[config.mk]
export PLATFORM = sky130hd
export DESIGN_NAME = matrix_wb_sequencer
export DESIGN_NICKNAME = d
export VERILOG_FILES = /design/src/rtl/matrix_wb_sequencer.sv
export SDC_FILE = /design/constraint.sdc
export NUM_CORES = 1
export LEC_CHECK = 0
export BUFFER_PORTS_ARGS = -buffer_cell sky130_fd_sc_hd__buf_2
export CORE_UTILIZATION = 32
export DETAILED_ROUTE_END_ITERATION = 10
export MAX_ROUTING_LAYER = met4
export PLACE_DENSITY = 0.51
export REMOVE_ABC_BUFFERS = 1
export SLEW_MARGIN = 40
export SYNTH_ARGS = -nofsm -noshare
export SYNTH_HDL_FRONTEND = slang
export SYNTH_SLANG_ARGS = --single-unit
export TNS_END_PERCENT = 30
[constraint.sdc]
create_clock -name clk -period 6.5 [get_ports clk]
set_input_delay 1.3 -clock clk [delete_from_list [all_inputs] [get_ports clk]]
set_output_delay 1.3 -clock clk [all_outputs]
set_load 0.05 [all_outputs]
[src/rtl/matrix_wb_sequencer.sv]
// Serialises a 2x2 matrix result into the register file through the W-stage write port,
// yielding to regular writebacks and holding fetch/decode stalled while elements drain.
module matrix_wb_sequencer #(
    parameter int DATA_W = 8,
    parameter int ADDR_W = 3,
    parameter int N_ELEM = 4
) (
    input  logic                       clk,
    input  logic                       rst,
    input  logic                       mat_valid,
    output logic                       mat_ready,
    input  logic [N_ELEM*DATA_W-1:0]   mat_data,
    input  logic [ADDR_W-1:0]          rd_base,
    input  logic                       regwrite_w,
    output logic                       rf_we,
    output logic [ADDR_W-1:0]          rf_wa,
    output logic [DATA_W-1:0]          rf_wd,
    output logic                       matrix_write_in_progress,
    output logic                       mat_done
);

    localparam int IDX_W = (N_ELEM > 1) ? $clog2(N_ELEM) : 1;
    localparam logic [IDX_W-1:0] LAST_IDX = IDX_W'(N_ELEM - 1);

    typedef enum logic [1:0] {
        IDLE = 2'd0,
        BUSY = 2'd1,
        DONE = 2'd2
    } state_t;

    state_t                    state;
    logic [IDX_W-1:0]          idx;
    logic [N_ELEM*DATA_W-1:0]  data_lat;
    logic [ADDR_W-1:0]         base_lat;

    logic [ADDR_W-1:0]         target;
    logic [DATA_W-1:0]         elem;
    logic                      issue;

    always_ff @(posedge clk or posedge rst) begin
        if (rst) begin
            state    <= IDLE;
            idx      <= '0;
            mat_done <= 1'b0;
        end else begin
            case (state)
                IDLE: begin
                    mat_done <= 1'b0;
                    if (mat_valid) begin
                        state <= BUSY;
                        idx   <= '0;
                    end
                end
                BUSY: begin
                    // A W-stage writeback owns the port this cycle; the element waits.
                    if (!regwrite_w) begin
                        idx <= idx + 1'b1;
                        if (idx == LAST_IDX) begin
                            state    <= DONE;
                            mat_done <= 1'b1;
                        end
                    end
                end
                DONE: begin
                    state    <= IDLE;
                    mat_done <= 1'b0;
                end
                default: begin
                    state    <= IDLE;
                    mat_done <= 1'b0;
                end
            endcase
        end
    end

    // Matrix payload is only meaningful while BUSY, so it carries no reset.
    always_ff @(posedge clk) begin
        if (state == IDLE && mat_valid) begin
            data_lat <= mat_data;
            base_lat <= rd_base;
        end
    end

    always_comb begin
        // Destination wraps within the register file; a slot landing on R0 is dropped.
        target = base_lat + ADDR_W'(idx);
        elem   = data_lat[DATA_W*idx +: DATA_W];
        issue  = (state == BUSY) && !regwrite_w;
        rf_we  = issue && (target != '0);
        rf_wa  = rf_we ? target : '0;
        rf_wd  = rf_we ? elem   : '0;
    end

    assign mat_ready                = (state == IDLE);
    assign matrix_write_in_progress = (state == BUSY) || ((state == IDLE) && mat_valid);

endmodule

# Word level (Yosys, flattened, before mapping)

Index checks and enable logic that the tools add are counted.

Add/sub/neg operators: 2
Eq/ne operators: 5
Shift-type cells: 1
Multiplexer cells: 12
Reductions and logical operators: 11

Operators with widths:

| kind                | number |
|---|---|
| $shiftx 32x6->8     | 1 |
| $mux 2              | 5 |
| $mux 8              | 1 |
| $pmux 2 s2          | 2 |
| $ne 2x2->1 const B  | 3 |
| $reduce_and 3->1    | 2 |
| $add 3x2->3         | 1 |
| $logic_and 1x1->1   | 3 |
| $mux 1              | 3 |
| $mux 3              | 1 |
| $reduce_bool 3->1   | 1 |
| $add 2x1->2 const B | 1 |
| $eq 2x1->1 const B  | 1 |
| $eq 2x2->1 const B  | 1 |
| $logic_not 2->1     | 1 |
| $reduce_and 2->1    | 1 |
| $reduce_bool 2->1   | 1 |
| $logic_not 1->1     | 1 |
| $logic_or 1x1->1    | 1 |

Bits in registers: 40
Output and inout port bits: 15

# Depth between registers and ports, before layout

Gate-level depths: netlist (run 1).

Depth in word-level cells: 4
Mapped depth: 6

# Worst setup path after synthesis (run 1)

No wires, ideal clock.

Path kind: input -> output
Start: input port regwrite_w
End: output port rf_wd[0]
Arrival: 2.631 ns
Data required time: 5.200 ns
Path slack: 2.569 ns
Stages: 3
Path through: or3b_4 > a31o_4 > nor2b_1

Cells in the longest elaborated chain, start to end: 4

Ends and longest elaborated chain:

| item              | line | source |
|---|---|---|
| start, declared   | 14   | `input logic regwrite_w,` |
| $logic_not 1->1   | 88   | `issue = (state == BUSY) && !regwrite_w;` |
| $logic_and 1x1->1 | 88   |  |
| $logic_and 1x1->1 | 89   | `rf_we = issue && (target != '0);` |
| $mux 8            | 91   | `rf_wd = rf_we ? elem : '0;` |
| end, declared     | 17   | `output logic [DATA_W-1:0] rf_wd,` |

Every way passes these cells.

# Final worst setup path (run 1)

Start: register idx[0]
End: output port rf_wd[2]

Cells in the longest elaborated chain, start to end: 4
Elaborated cells between the ends (all ways): 5

Ends and longest elaborated chain:

| item                   | line | source |
|---|---|---|
| start, declared        | 32   | `logic [IDX_W-1:0] idx;` |
| start signal, assigned | 57   | `idx <= idx + 1'b1;` |
| $add 3x2->3            | 86   | `target = base_lat + ADDR_W'(idx);` |
| $reduce_bool 3->1      | 89   |  |
| $logic_and 1x1->1      | 89   |  |
| $mux 8 (*)             | 91   |  |

Every way passes the cells marked *; elsewhere a longest branch is shown, timed or not.

==> flow_summary.toml, run 1 <==
[yosys]
synth_area_um2 = 1630
synthCells = 89
synth_cell_type_count = 22
synth_seq_area_share_pct = 72.2
yosysWarnings = 0
postSynthAreaPerCell_um2 = 18.3
synth_seq_cells = 40

[clock_tree]
worstSkewPairLatency_ns = 0.29
cts.path.max_buffers = 2
cts.sink_count = 40
ctsResizeCount = 0
cts_root_buffer = "clkbuf_8"
ctsHoldBuffers = 0
numCtsBuffers = 5
cts_setup_buffers = 0
cts_tree = "done"
h-tree-depth = 2
path_clk_slew_ns = 0.07

[setup_path]
cp.arrival_ns = 2.62
critPathCaptureType = "output port"
cp-start-kind = "flip-flop"
worst-path-max-fanout = 12
criticalPathCategory = "reg -> out"
critical_path_required_ns = 5.20

[drt]
ant_nets = 0
wl_per_cell_um = 12.9
wirelength_um = 2780
drt-initial-drc-count = 22
vias = 942
viasPerCell = 4.36
drc_errors = 0
drtPass1Iterations = 4

[power_and_ir_drop]
ir_drop_uv = 172
clkPwrFrac_pct = 18.0
internal_power_mw = 0.538
swShare_pct = 39.2
power_frac_comb_pct = 39.8
power.leakage_nw = 0.837
powerDensity_nw_per_um2 = 429
totalPowerFinal_mw = 0.885
seqPwrFrac_pct = 42.2
p_switching_mw = 0.347

[floorplanning]
core_area_um2 = 4820
fp.dieW_um = 73.4
rows = 25
die_area_um2 = 5380
die_h_um = 73.4
start_util_pct = 33.8
ioPinCount = 54

[placement]
port_buffers = 53
dp_slack_ns = 2.69
globalplace.congestion = 0.672
placedInstanceArea_um2 = 1980
hpwlAfterDp_um = 1980

[global_routing]
grt_max_degree = 36
antenna_found_initial = 0
first_global_vias = 978
grt_pass1_wl_um = 4500
grt-ovfl-total = 0
grtUsageTotal_pct = 12.3

[sta]
finalWorstSetupSlack_ns = 2.58
setup_viol = 0
hold_viol = 0
maxSlewHeadroom_pct = 56.2
slew_viol_final = 0
fin_tns_setup_ns = 0
rsz0062_at_grt = "false"
fmax_mhz = 255
skew_ns = 0.00731
period_needed_ns = 3.92
fin_crit_sh_pct = 60.3
tightest_slew_ns = 0.656

[outcome]
status = "completed"

[cells_and_area]
layout-drive-gt1-share_pct = 48.3
fin_util_pct = 42.8
stdcell_area_um2 = 2060
syn2layout_area_growth_pct = 26.6
fin_nets = 190
diodes = 0
n_fill_cell = 475

[run]
cap_violations = 0

[hold_path]
hold_class = "reg -> reg"
synth_stat cells:
master / number / area [um2]
nor2b_1: 9 / 56.3
or2b_1: 1 / 7.51
buf_2: 1 / 5.00
dfrtp_1: 5 / 125
ha_1: 2 / 25.0
o21bai_1: 1 / 7.51
or3b_4: 1 / 11.3
a21oi_1: 1 / 5.00
mux4_2: 8 / 180
and2_1: 1 / 6.26
mux2_2: 1 / 11.3
a22o_1: 1 / 8.76
clkbuf_1: 1 / 3.75
o22ai_1: 1 / 6.26
inv_1: 8 / 30.0
xor2_1: 1 / 8.76
nor2b_2: 1 / 8.76
edfxtp_1: 35 / 1050
fa_1: 1 / 20.0
a31o_4: 1 / 17.5
a22oi_1: 1 / 7.51
nor2_1: 7 / 26.3
worst max-delay path, stage by stage (launching register included):
cell	delay, ns
dfrtp_1	0.76
ha_1	0.25
inv_1	0.05
fa_1	0.37
xor2_1	0.19
a31o_4	0.30
nor2b_1	0.13
buf_2	0.27
power groups by stage:
stage	combinational (mW)	clock [mW]	sequential, mW
2_1_floorplan	0.276	0	0.374
3_3_place_gp	0.354	0	0.381
3_5_place_dp	0.356	0	0.383
4_1_cts	0.358	0.167	0.377
5_1_grt	0.375	0.176	0.383
6_report	0.352	0.159	0.374
cells in the final DEF, fill, tap and decap left out, types with 2 or more instances in the layout:
master and instances:
buf_2 53, clkbuf_1 2, clkbuf_8 5, dfrtp_1 5, edfxtp_1 35, ha_1 2, inv_1 8, mux4_2 8
nor2_1 7, nor2b_1 9
path summary, 6_finish.rpt:
path                                       from                    to  slack [ns]  cells past startpoint
setup / recovery             idx[0]$_DFFE_PP0P_              rf_wd[2]        2.58                      7
max in group asynchronous                   rst    idx[1]$_DFFE_PP0P_        5.43                      2
hold reg to reg            mat_done$_DFFE_PP0P_  mat_done$_DFFE_PP0P_        0.49                      2
setup reg to reg             idx[0]$_DFFE_PP0P_    idx[1]$_DFFE_PP0P_        5.02                      3
hold / removal             mat_done$_DFFE_PP0P_  mat_done$_DFFE_PP0P_        0.49                      2
min in group asynchronous                   rst  state[0]$_DFFE_PP0P_        0.90                      2
logic make-up (layout without fill, tap and decap cells):
kind of cell / Yosys count / after routing / synth area share, %
and+or+nand+nor: 20 / 20 / 7.14
DFF: 40 / 40 / 72.2
buffers and inverters: 10 / 70 / 2.38
xor gates and xnor gates: 1 / 1 / 0.538
adders and majority gates: 3 / 3 / 2.76
AOI/OAI and AO/OA: 6 / 6 / 3.23
muxes: 9 / 9 / 11.8
routing by layer:
metal	GRT usage, %	up-vias	part of all wire (%)
met2	19.2	43	47
met4	5.13	0	1.1
met5	-	-	0
met1	14.5	443	45
met3	4.25	5	6.7
li1	-	451	-
state kept, by name, indices dropped and copies added (netlist names):
register and count:
base_lat 3, mat_done 1, state 2, data_lat 32, idx 2
layout make-up:
cell class / instances / area [um2] / area share (%)
timing repair buffer: 54 / 273 / 13.2
clock inverter: 1 / 8.76 / 0.425
tap: 67 / 83.8 / 4.07
inverter: 8 / 30.0 / 1.46
clock buffer: 7 / 76.3 / 3.70
multi-input combinational: 39 / 414 / 20.1
sequential: 40 / 1180 / 57.0
metrics by stage:
| stage | instances | hold WS (ns) |
|---|---|---|
| final | 216 | 0.492 |
| after global routing | 216 | 0.537 |
| after CTS | 216 | 0.499 |
| after detailed placement | 208 | 0.483 |
| after global placement | 208 | 0.474 |
| after floorplan | 87 | 0.508 |
(Power assumes the default switching activity.)
==> run 2, diff against run 1 <==
==> constraint.sdc (replaced) <==
create_clock -name clk -period 3.9 [get_ports clk]
set_input_delay 0.78 -clock clk [delete_from_list [all_inputs] [get_ports clk]]
set_output_delay 0.78 -clock clk [all_outputs]
set_load 0.05 [all_outputs]
==> run 2 against run 1 <==
  * Routed wire length grew 5.6%
  * Power is 75% higher
  * Critical path depth is 1 lower
  * Design area rose by 1.6%
  * Combinational power rose by 78%
  * Global-route usage grew 0.11 points
  * Worst setup slack got worse by 1.9 ns
  * Critical endpoint is now rf_wd[4]
==> flow_summary.toml, run 2 (synthesis results as in run 1) <==
[outcome]
status = "completed"

[setup_path]
r2r_start = "state[0]$_DFFE_PP0P_"
cp_cell_sequence = "inv_1, fa_1, xor2_1, a31o_4, nor2b_1, buf_2"
path_buf_inv = 2
rrSetupSlack_ns = 2.42
critical_path_required_ns = 3.12
worst-path-max-fanout = 11
reg2reg_to = "data_lat[6]$_DFFE_PP_"
critPathCaptureType = "output port"
cp_top_family = "flip-flops"
setup.worst_path.start = "idx[1]$_DFFE_PP0P_"
rr_worst_depth = 3
criticalPathCategory = "reg -> out"
cp-start-kind = "flip-flop"
cp_slowest_cell = "dfrtp_1"
cp.arrival_ns = 2.46
slowest_delay_ns = 0.64

[drt]
wirelength_um = 2940
drt-initial-drc-count = 36
vias = 942
ant_nets = 0
drtPass1Iterations = 2
viasPerCell = 4.34
wl_per_cell_um = 13.5
drc_errors = 0

[cells_and_area]
diodes = 0
layout_common_cells = "53 x buf_2, 35 x edfxtp_1, 9 x nor2b_1"
multiInputGateArea_um2 = 414
regMostFlops = "data_lat"
biggestRegsByFlops = "data_lat (32), base_lat (3)"
syn2layout_area_growth_pct = 28.6
fin_nets = 191
layout-drive-gt1-share_pct = 49.3
n_fill_cell = 488
fin_util_pct = 43.5
stdcell_area_um2 = 2100
seqCellArea_um2 = 1180
largest_register_ffs = 32
layout_commonest_cell = "buf_2"

[clock_tree]
cts_tree = "done"
worstSkewPairLatency_ns = 0.28
h-tree-depth = 2
ctsHoldBuffers = 0
cts.path.max_buffers = 2
cts_setup_buffers = 0
ctsResizeCount = 0
cts_root_buffer = "clkbuf_8"
path_clk_slew_ns = 0.08
numCtsBuffers = 5
cts.sink_count = 40

[floorplanning]
die_area_um2 = 5380
core_area_um2 = 4820
ioPinCount = 54
die_h_um = 73.4
start_util_pct = 33.8
fp.dieW_um = 73.4
rows = 25

[sta]
slew_viol_final = 0
setup_viol = 0
fin_crit_sh_pct = 83.1
hold_viol = 0
period_needed_ns = 3.24
tightest_slew_ns = 0.470
fmax_mhz = 309
rsz0062_at_grt = "false"
finalWorstSetupSlack_ns = 0.661
maxSlewHeadroom_pct = 68.7
fin_tns_setup_ns = 0
skew_ns = 0.00664

[power_and_ir_drop]
ir_drop_uv = 384
totalPowerFinal_mw = 1.55
power.leakage_nw = 0.856
powerDensity_nw_per_um2 = 740

[global_routing]
first_global_vias = 954
grt-ovfl-total = 0
grt_max_degree = 36
antenna_found_initial = 0
grtUsageTotal_pct = 12.4
grt_pass1_wl_um = 4550

[placement]
globalplace.congestion = 0.675
hpwlAfterDp_um = 2100
placedInstanceArea_um2 = 1980
dp_slack_ns = 0.964
port_buffers = 53

[run]
cap_violations = 0

[hold_path]
hold_class = "in -> async"
[run 2: how the worst max path moves through the flow]
stage                          end  cells past startpoint  slack (ns)
final                     rf_wd[4]                      6        0.66
after global routing      rf_wd[4]                      6        0.50
after CTS                 rf_wd[3]                      6        0.64
after detailed placement  rf_wd[4]                      6        0.96
after global placement    rf_wd[4]                      6        0.96
after floorplan           rf_wd[0]                      6        0.68
[run 2: where the power goes]
group	internal (mW)	total (mW)	leakage, nW	switching, mW
registers	0.551	0.594	0.381	0.0434
clock network	0.189	0.330	0.0558	0.140
logic	0.226	0.626	0.419	0.400
total	0.967	1.55	0.856	0.583
[run 2: final cells by class]
| cell class | count | area share (%) |
|---|---|---|
| Sequential cell | 40 | 56.1 |
| Clock buffer | 5 | 3.28 |
| Clock inverter | 3 | 2.03 |
| Tap cell | 67 | 4.00 |
| Inverter | 8 | 1.43 |
| Timing Repair Buffer | 55 | 13.4 |
| Multi-Input combinational cell | 39 | 19.8 |
[run 2: layer usage]
layer	global-route usage (%)	vias to the layer above	routed length, um
met2	19.1	38	1400
li1	-	455	-
met3	4.25	4	182
met4	3.85	0	34
met5	-	-	0
met1	15.5	445	1330
[run 2: through the flow]
step | std cells | hold WS (ns)
global placement | 209 | 0.474
global route | 217 | 0.386
finish | 217 | 0.378
detailed placement | 209 | 0.512
CTS | 217 | 0.377
floorplan | 87 | 0.508
